## src/rtl/wave_capture_pkg.sv

```systemverilog
// wave_capture_pkg: shared state and trigger-mode encodings for trig_wave_capture
package wave_capture_pkg;
    typedef enum logic [1:0] {ST_ARMED, ST_ACTIVE, ST_WAIT} state_t;
    typedef enum logic [1:0] {MODE_RISE, MODE_FALL, MODE_AUTO, MODE_FREE} trig_mode_t;
endpackage

```

## src/rtl/trig_wave_capture_if.sv

```systemverilog
// trig_wave_capture_if: waveform RAM write bus
// write_address {buffer bit, index}, write_enable strobe, write_sample offset-binary data
interface trig_wave_capture_if #(parameter int ADDR_W = 8, parameter int OUT_W = 8);
    logic [ADDR_W:0]  write_address;
    logic             write_enable;
    logic [OUT_W-1:0] write_sample;
    modport master(output write_address, write_enable, write_sample);
    modport slave(input write_address, write_enable, write_sample);
endinterface

```

## src/rtl/trig_detect.sv

```systemverilog
// trig_detect: previous-sample tracking, level-crossing detection and auto-mode timeout
// in: clk, reset, strobe, in_armed, sample, level, mode; out: trig (one-cycle pulse)
module trig_detect
    import wave_capture_pkg::*;
#(
    parameter int SAMPLE_W     = 16,
    parameter int AUTO_TIMEOUT = 1024
) (
    input  logic                       clk,
    input  logic                       reset,
    input  logic                       strobe,
    input  logic                       in_armed,
    input  logic signed [SAMPLE_W-1:0] sample,
    input  logic signed [SAMPLE_W-1:0] level,
    input  trig_mode_t                 mode,
    output logic                       trig
);
    localparam int TO_W = $clog2(AUTO_TIMEOUT + 1);
    logic signed [SAMPLE_W-1:0] prev;
    logic                       prev_valid;
    logic [TO_W-1:0]            to_cnt;
    trig_mode_t                 mode_q;
    logic                       rise, fall, timeout, hit;
    always_comb begin
        rise    = prev < level && sample >= level;
        fall    = prev >= level && sample < level;
        // the count holds earlier strobes, so this strobe is the AUTO_TIMEOUT-th
        timeout = to_cnt == TO_W'(AUTO_TIMEOUT - 1);
        hit     = mode == MODE_RISE ? rise :
                  mode == MODE_FALL ? fall :
                  mode == MODE_AUTO ? rise || timeout : 1'b1;
        trig    = strobe && in_armed && prev_valid && hit;
    end
    always_ff @(posedge clk or posedge reset) begin
        if (reset) begin
            prev       <= '0;
            prev_valid <= 1'b0;
            to_cnt     <= '0;
            mode_q     <= MODE_RISE;
        end else begin
            mode_q <= mode;
            if (strobe) begin
                prev       <= sample;
                prev_valid <= 1'b1;
            end
            if (!in_armed || trig || mode != mode_q)
                to_cnt <= '0;
            else if (strobe && mode == MODE_AUTO)
                to_cnt <= to_cnt + TO_W'(1);
        end
    end
endmodule

```

## src/rtl/trig_wave_capture.sv

```systemverilog
// trig_wave_capture: triggered, decimated double-buffered waveform capture into RAM
// in: clk, reset, new_sample_ready/new_sample_in, wave_display_idle, trig_mode, trig_level, decim
// out: wr (RAM write bus), read_index (displayed buffer), capture_done pulse, armed
module trig_wave_capture
    import wave_capture_pkg::*;
#(
    parameter int SAMPLE_W     = 16,
    parameter int OUT_W        = 8,
    parameter int ADDR_W       = 8,
    parameter int AUTO_TIMEOUT = 1024
) (
    input  logic                clk,
    input  logic                reset,
    input  logic                new_sample_ready,
    input  logic [SAMPLE_W-1:0] new_sample_in,
    input  logic                wave_display_idle,
    input  logic [1:0]          trig_mode,
    input  logic [SAMPLE_W-1:0] trig_level,
    input  logic [3:0]          decim,
    trig_wave_capture_if.master wr,
    output logic                read_index,
    output logic                capture_done,
    output logic                armed
);
    state_t            state, state_n;
    logic [ADDR_W-1:0] idx, wr_idx;
    logic [3:0]        dcnt, dlat;
    logic [OUT_W-1:0]  samp;
    logic              trig, qual, wr_now, last, flip;

    trig_detect #(.SAMPLE_W(SAMPLE_W), .AUTO_TIMEOUT(AUTO_TIMEOUT)) u_det (
        .clk     (clk),
        .reset   (reset),
        .strobe  (new_sample_ready),
        .in_armed(state == ST_ARMED),
        .sample  ($signed(new_sample_in)),
        .level   ($signed(trig_level)),
        .mode    (trig_mode_t'(trig_mode)),
        .trig    (trig)
    );

    assign armed = state == ST_ARMED;

    always_comb begin
        state_n = state;
        wr_now  = 1'b0;
        wr_idx  = idx + ADDR_W'(1);
        last    = 1'b0;
        flip    = 1'b0;
        qual    = new_sample_ready && dcnt == dlat;
        // top OUT_W bits, sign bit inverted to offset binary
        samp    = new_sample_in[SAMPLE_W-1 -: OUT_W] ^ (OUT_W'(1) << (OUT_W - 1));
        case (state)
            ST_ARMED: if (trig) begin
                state_n = ST_ACTIVE;
                wr_now  = 1'b1;
                wr_idx  = '0;
            end
            ST_ACTIVE: if (qual) begin
                wr_now = 1'b1;
                last   = &wr_idx;
                if (last) state_n = ST_WAIT;
            end
            ST_WAIT: if (wave_display_idle) begin
                state_n = ST_ARMED;
                flip    = 1'b1;
            end
            default: state_n = ST_ARMED;
        endcase
    end

    always_ff @(posedge clk or posedge reset)
        if (reset) state <= ST_ARMED;
        else state <= state_n;

    always_ff @(posedge clk or posedge reset) begin
        if (reset) begin
            idx              <= '0;
            dcnt             <= '0;
            dlat             <= '0;
            read_index       <= 1'b0;
            capture_done     <= 1'b0;
            wr.write_enable  <= 1'b0;
            wr.write_address <= '0;
            wr.write_sample  <= '0;
        end else begin
            wr.write_enable <= wr_now;
            capture_done    <= last;
            if (wr_now) begin
                idx              <= wr_idx;
                wr.write_address <= {~read_index, wr_idx};
                wr.write_sample  <= samp;
            end
            if (state == ST_ARMED && trig) begin
                dcnt <= '0;
                dlat <= decim;
            end else if (state == ST_ACTIVE && new_sample_ready)
                dcnt <= qual ? 4'd0 : dcnt + 4'd1;
            if (flip) read_index <= ~read_index;
        end
    end
endmodule

```

## src/flat_wrapper.sv

```systemverilog
// flat-port wrapper written by rule: the top's interface ports become plain ports
module trig_wave_capture_flat import wave_capture_pkg::*;
#(
    parameter int SAMPLE_W     = 16,
    parameter int OUT_W        = 8,
    parameter int ADDR_W       = 8,
    parameter int AUTO_TIMEOUT = 1024
)
  (clk, reset, new_sample_ready, new_sample_in, wave_display_idle, trig_mode, trig_level, decim, read_index, capture_done, armed, wr_write_address, wr_write_enable, wr_write_sample);
  trig_wave_capture_if #(.ADDR_W(ADDR_W), .OUT_W(OUT_W)) wr_i ();
  input  logic clk;
  input  logic reset;
  input  logic new_sample_ready;
  input  logic [SAMPLE_W-1:0] new_sample_in;
  input  logic wave_display_idle;
  input  logic [1:0] trig_mode;
  input  logic [SAMPLE_W-1:0] trig_level;
  input  logic [3:0] decim;
  output logic read_index;
  output logic capture_done;
  output logic armed;
  output wire logic [$bits(wr_i.write_address)-1:0] wr_write_address;
  output wire logic [$bits(wr_i.write_enable)-1:0] wr_write_enable;
  output wire logic [$bits(wr_i.write_sample)-1:0] wr_write_sample;
  assign wr_write_address = wr_i.write_address;
  assign wr_write_enable = wr_i.write_enable;
  assign wr_write_sample = wr_i.write_sample;
  trig_wave_capture #(.SAMPLE_W(SAMPLE_W), .OUT_W(OUT_W), .ADDR_W(ADDR_W), .AUTO_TIMEOUT(AUTO_TIMEOUT)) u_core (.clk(clk), .reset(reset), .new_sample_ready(new_sample_ready), .new_sample_in(new_sample_in), .wave_display_idle(wave_display_idle), .trig_mode(trig_mode), .trig_level(trig_level), .decim(decim), .wr(wr_i), .read_index(read_index), .capture_done(capture_done), .armed(armed));
endmodule
```

## config.mk

```make
export PLATFORM = sky130hd
export DESIGN_NAME = trig_wave_capture_flat
export DESIGN_NICKNAME = d
export VERILOG_FILES = /design/src/rtl/wave_capture_pkg.sv /design/src/rtl/trig_wave_capture_if.sv /design/src/rtl/trig_detect.sv /design/src/rtl/trig_wave_capture.sv /design/src/flat_wrapper.sv
export SDC_FILE = /design/constraint.sdc
export NUM_CORES = 1
export LEC_CHECK = 0
export ABC_AREA = 0
export CORE_MARGIN = 4
export CORE_UTILIZATION = 53
export DETAILED_ROUTE_END_ITERATION = 6
export GPL_TIMING_DRIVEN = 1
export PLACE_DENSITY_LB_ADDON = 0.08
export SETUP_SLACK_MARGIN = 0.02
export SLEW_MARGIN = 20
export SYNTH_ARGS = -nofsm -noshare
export SYNTH_HDL_FRONTEND = slang
export SYNTH_SLANG_ARGS = --single-unit
```

## constraint.sdc

```tcl
create_clock -name clk -period 3.26 [get_ports clk]
set_input_delay 0.326 -clock clk [delete_from_list [all_inputs] [get_ports clk]]
set_output_delay 0.326 -clock clk [all_outputs]
set_load 0.01 [all_outputs]
```

After elaboration in Yosys (flattened, before gate mapping)
Index checks and enable logic that the tools add are counted.
{"block": "word_totals", "ff_bits": 68, "in_bits": 42, "elab_cells": 74}
{"block": "classes", "add_sub_neg": 3, "magnitude_cmp": 4, "eq_ne": 11, "n_mux": 22, "bitwise": 2, "n_reduce_logical": 19}
{"op": "16-bit greater-or-equal comparator", "n": 2}
{"op": "16-bit less-than comparator", "n": 2}
{"op": "11-bit 2-to-1 mux", "n": 2}
{"op": "8-bit 2-to-1 mux", "n": 2}
{"op": "4-bit 2-to-1 mux", "n": 3}
{"op": "11-bit by 1-bit adder with 11-bit output, second input constant", "n": 1}
{"op": "11-bit by 10-bit equality test with 1-bit output, second input constant", "n": 1}
{"op": "1-bit logical AND", "n": 9}
{"op": "1-bit 2-to-1 mux", "n": 9}
{"op": "8-bit by 1-bit adder with 8-bit output, second input constant", "n": 1}
{"op": "2-bit 2-to-1 mux", "n": 4}
{"op": "8-bit AND reduction", "n": 1}
{"op": "2-bit by 1-bit != test with 1-bit output, second input constant", "n": 3}
{"op": "2-bit case mux with 3 select lines", "n": 1}
{"op": "4-bit by 1-bit adder with 4-bit output, second input constant", "n": 1}
{"op": "2-bit by 1-bit equality test with 1-bit output, second input constant", "n": 2}
{"op": "2-bit equality test, second input constant", "n": 2}
{"op": "4-bit equality test", "n": 1}
{"op": "2-bit zero test", "n": 2}
{"op": "4-bit AND reduction", "n": 1}
{"op": "2-bit nonzero test", "n": 2}
{"op": "1-bit logical OR", "n": 3}
{"op": "2-bit != test", "n": 1}
{"op": "2-bit != test, second input constant", "n": 1}
{"op": "3 further kinds", "n": 4}

Logic depth before layout (Yosys ltp)
Gate-level depths: netlist of run 1.
{"block": "depth", "word_depth": 10, "mapped_depth": 10, "ltp_nobuf": 9}

Cells and area by module
From an unflattened synthesis of run 1, not the netlist that was laid out.
{"block": "hier_totals", "hier_cells": 350, "hier_area_um2": 3557.2}
{"module": "trig_detect", "instances": 1, "cells_each": 218, "area_per_inst_um2": 2143.3}
{"module": "trig_wave_capture", "instances": 1, "cells_each": 132, "area_per_inst_um2": 1413.9}

Worst setup path before layout of run 1
No wires, ideal clock.
{"block": "synth_timing", "path_kind": "in2reg", "startpoint": "input port trig_level[14]", "endpoint": "register u_core.wr.write_sample[0]", "setup_ns": 0.125, "arrival_ns": 2.438, "t_required_ns": 3.135, "setup_slack_ns": 0.697, "stages": 10, "n_path_buf": 1, "path_cell_list": "inv_1 > ha_1 > nand4_2 > or4_4 > a21oi_2 > o31ai_2 > mux2i_4 > o21ai_4 > buf_6 > mux2_4"}
{"block": "synth_via", "elab_chain_cells": 9, "word_cells_on_any_way": 13, "cone_classes": "4 x order compare; 5 x mux; 4 x reduce/logical"}
{"element": "start: declaration", "line_no": "flat_wrapper.sv:17", "text": "input logic [SAMPLE_W-1:0] trig_level;"}
{"element": "16-bit less-than comparator or 16-bit greater-or-equal comparator (tied branches)", "line_no": "trig_detect.sv:25", "text": "rise = prev < level && sample >= level;"}
{"element": "1-bit logical AND", "line_no": "trig_detect.sv:25"}
{"element": "1-bit logical OR", "line_no": "trig_detect.sv:31", "text": "mode == MODE_AUTO ? rise || timeout : 1'b1;"}
{"element": "1-bit 2-to-1 mux", "line_no": "trig_detect.sv:31"}
{"element": "1-bit 2-to-1 mux", "line_no": "trig_detect.sv:30", "text": "mode == MODE_FALL ? fall :"}
{"element": "1-bit 2-to-1 mux *", "line_no": "trig_detect.sv:29", "text": "hit = mode == MODE_RISE ? rise :"}
{"element": "1-bit logical AND *", "line_no": "trig_detect.sv:32", "text": "trig = strobe && in_armed && prev_valid && hit;"}
{"element": "1-bit 2-to-1 mux *", "line_no": "trig_wave_capture.sv:54", "text": "ST_ARMED: if (trig) begin"}
{"element": "1-bit case mux with 2 select lines *", "line_no": "trig_wave_capture.sv:53", "text": "case (state)"}
{"element": "via u_core.wr_now", "line_no": "trig_wave_capture.sv:29", "text": "logic trig, qual, wr_now, last, flip;"}
{"element": "end signal: assignment", "line_no": "trig_wave_capture.sv:92", "text": "wr.write_sample <= samp;"}
{"element": "end: declaration", "line_no": "trig_wave_capture_if.sv:7", "text": "modport master(output write_address, write_enable, write_sample);"}
The timed path passes the listed nets; every way through them passes the cells marked *.
A chain may end at the register's enable or synchronous reset.

Final worst setup path of run 1
{"block": "layout_timing", "startpoint": "input port trig_level[13]", "endpoint": "register u_core.wr.write_sample[1]"}
{"block": "layout_via", "elab_chain_cells": 9, "word_cells_on_any_way": 13, "cone_classes": "4 x order compare; 5 x mux; 4 x reduce/logical"}
{"element": "16-bit less-than comparator or 16-bit greater-or-equal comparator (tied branches)", "line_no": "trig_detect.sv:25"}
{"element": "1-bit logical AND", "line_no": "trig_detect.sv:25"}
{"element": "1-bit logical OR", "line_no": "trig_detect.sv:31"}
{"element": "1-bit 2-to-1 mux", "line_no": "trig_detect.sv:31"}
{"element": "1-bit 2-to-1 mux", "line_no": "trig_detect.sv:30"}
{"element": "1-bit 2-to-1 mux *", "line_no": "trig_detect.sv:29"}
{"element": "1-bit logical AND *", "line_no": "trig_detect.sv:32"}
{"element": "1-bit 2-to-1 mux *", "line_no": "trig_wave_capture.sv:54"}
{"element": "1-bit case mux with 2 select lines *", "line_no": "trig_wave_capture.sv:53"}
Mark *: on every way between the ends. The rest lies on a longest branch, timed or not.

==> impl_metrics.yaml, run 1 <==
synthesis:
  synth-xor-area-share_pct: 6.09
  ys_seq_area_share_pct: 43.5
  synth-adder-area-share_pct: 13.0
  synth_cell_types: 46
  yosys_warnings: 0
  synthSimpleGateAreaFrac_pct: 12.4
  synth_compound_area_share_pct: 9.96
  avgSynthCellArea_um2: 10.5
  synthCells: 329
  synth_top_family_by_area: "adder cells"
  synth-seq-cells: 60
  synth_top_area_share_pct: 43.5
  synth_fp_nets: 407
  ys_top_cells_by_area: "dfrtp_1 (43%), ha_1 (13%), mux2_2 (8.2%), xor2_1 (3.3%), inv_1 (3.3%)"
  synthMuxAreaShare_pct: 10.8
  yosysTopAreaCell: "dfrtp_1"
  synth_area_um2: 3450
sta:
  hold_viol_final: 0
  slew-limit-headroom_pct: 48.9
  setup_ws_ns: 0.323
  holdWs_ns: 0.508
  fmax_ghz: 0.340
  fin_crit_ns: 2.94
  finalMaxSlewViolations: 0
  fin_skew_ns: 0.0116
  final-setup-viol-count: 0
  tightest_slew_ns: 0.767
  fin_crit_sh_pct: 90.1
  rsz0062_at_grt: "false"
clock_network:
  insertion_delay_ns: 0.34
  ctsHoldBuffers: 0
  post_cts_resized: 0
  htreeDepth: 3
  post_cts_buffers: 0
  cts_tree: "done"
  cts_sinks: 60
  cts_root_buf: "clkbuf_8"
  clk_path_buf_depth: 2
  cts_buffers: 9
  path_clk_slew_ns: 0.07
cells_and_area:
  mostFrequentLayoutCells: "clkdlybuf4s50_1 (62), dfrtp_1 (60), ha_1 (36), inv_1 (29), mux2_2 (25)"
  layout_commonest_cell: "clkdlybuf4s50_1"
  layout-drive-gt1-share_pct: 14.7
  antenna_cells: 0
  fin_util_pct: 69.3
  final_cells: 485
  nFillCells: 507
  nNetsFinal: 481
  area_growth_pct: 27.4
status:
  status: "finished, final reports clean"
critical_path:
  reg2reg_depth: 9
  r2r_slack_ns: 0.57
  cp.arrival_ns: 3.16
  path_max_fanout: 11
  critical_path.endpoint_type: "flip-flop"
  worst_ep_required_time_ns: 3.48
  worstSetupPathType: "in -> reg"
  start_kind: "primary input"
power_and_ir_drop:
  total_power_mw: 2.53
  p_leak_nw: 1.97
  powerDensity_nw_per_um2: 575
  ir_worst_vdd_uv: 438
place:
  gp_congestion: 0.896
  portBuffers: 62
  hpwlAfterDp_um: 5350
  dp_slack_ns: -0.0101
  dp.cells: 469
global_routing:
  grt_pass1_vias: 2601
  antenna_found_initial: 0
  grt_max_degree: 61
  grt_overflow: 0
  grt_usage_pct: 19.8
  grt_pass1_wl_um: 12000
drt:
  wl_per_cell_um: 14.9
  viasPerCell: 5.39
  drtIter0Drc: 71
  routed-via-count: 2616
  drtPass1Iterations: 4
  drcViolationCount: 0
  drt-total-wl_um: 7230
  route.antenna.remaining_nets: 0
min_path:
  hold_depth: 1
  hold_path.class: "reg -> reg"
run:
  maxCapViolations: 0
floorplan:
  rows: 29
  top_level_ports: 63
  core_um2: 6350
  die_x_um: 88.7
  die_h_um: 88.7
  initial_core_util_pct: 54.4
  die_area_um2: 7870
==> metal layers <==
metal  track usage (%)  part of all wire [%]  vias up
met4              7.28                   1.2        0
met2              32.3                    49       47
met3              3.35                   3.7        8
met1              26.3                    46     1254
met5                 0                     0        -
li1                  -                     -     1307
==> where the power goes <==
part           switching, mW  internal, mW
Combinational          0.373         0.451
Sequential             0.123         0.896
Clock                  0.293         0.393
Total                  0.789          1.74
==> worst paths after layout <==
kind / from / endpoint
min in group asynchronous: reset / u_core.dlat[0]
setup reg to reg: u_core.u_det.prev[14] / u_core.wr.write_address[3]
hold reg to reg: u_core.u_det.prev[7] / u_core.u_det.prev[7]
hold / removal: u_core.u_det.prev[7] / u_core.u_det.prev[7]
setup / recovery: trig_level[13] / u_core.wr.write_sample[1]
max in group asynchronous: reset / u_core.u_det.prev[15]
==> metrics by stage <==
| step | setup TNS, ns | instance area [um^2] |
|---|---|---|
| detailed placement | -0.0404 | 4200 |
| floorplan | 0 | 3450 |
| finish | 0 | 4400 |
| global placement | 0 | 4200 |
| CTS | 0 | 4400 |
| global route | 0 | 4400 |
==> final cells by class <==
| cell class | count | area [um^2] | area share [%] |
|---|---|---|---|
| Clock buffer | 12 | 155 | 3.53 |
| Clock inverter | 4 | 47.5 | 1.08 |
| Inverter | 30 | 113 | 2.56 |
| Multi-Input combinational cell | 232 | 1800 | 41.0 |
| Sequential cell | 60 | 1500 | 34.1 |
| Tap cell | 77 | 96.3 | 2.19 |
| Timing Repair Buffer | 70 | 681 | 15.5 |
==> synth_stat cells, drive strengths merged <==
library cell	instances
or2	1
mux2i	6
nor3	7
nand4	11
a211o	2
or4	2
o21bai	2
ha	36
a31o	1
dfrtp	60
clkbuf	5
nand2	24
a31oi	4
a21o	1
a21oi	20
inv	30
a21boi	1
nand2b	1
o22ai	5
xnor2	11
and4	1
o2111a	2
nor4	1
nor2	24
o31ai	2
o41ai	1
xor2	13
and3	3
a311o	1
nor2b	2
o21ai	8
mux2	26
o211ai	2
nand3	10
buf	2
and2	1
==> cells by family (layout without fill, tap and decap cells) <==
group | count (synthesis) | in the layout
adders and majority gates | 36 | 36
buffers and inverters | 37 | 116
xor gates and xnor gates | 24 | 24
and+or+nand+nor | 88 | 88
muxes | 32 | 32
DFF | 60 | 60
AOI/OAI and AO/OA | 52 | 52
==> state kept, by name, indices dropped and copies added, names as in the netlist <==
register and flops:
u_core.u_det.mode_q 2, u_core.wr.write_address 9, u_core.capture_done 1, u_core.read_index 1
u_core.dlat 4, u_core.state 2, u_core.wr.write_enable 1, u_core.u_det.prev_valid 1
u_core.u_det.prev 16, u_core.wr.write_sample 8, u_core.u_det.to_cnt 11, u_core.dcnt 4
==> critical path: stages <==
cell,delay [ns]
clkdlybuf4s50_1,0.45
inv_1,0.06
ha_1,0.33
nand4_2,0.17
or4_4,0.58
a21oi_2,0.15
o31ai_2,0.10
mux2i_4,0.23
o21ai_4,0.38
mux2_2,0.38
(Power assumes the default switching activity.)
==> run 2: changes to the inputs <==
- SKIP_CTS_REPAIR_TIMING: default -> 1
==> results of run 2 <==
Same layout as run 1: the final DEF is identical, and so are final timing and power.
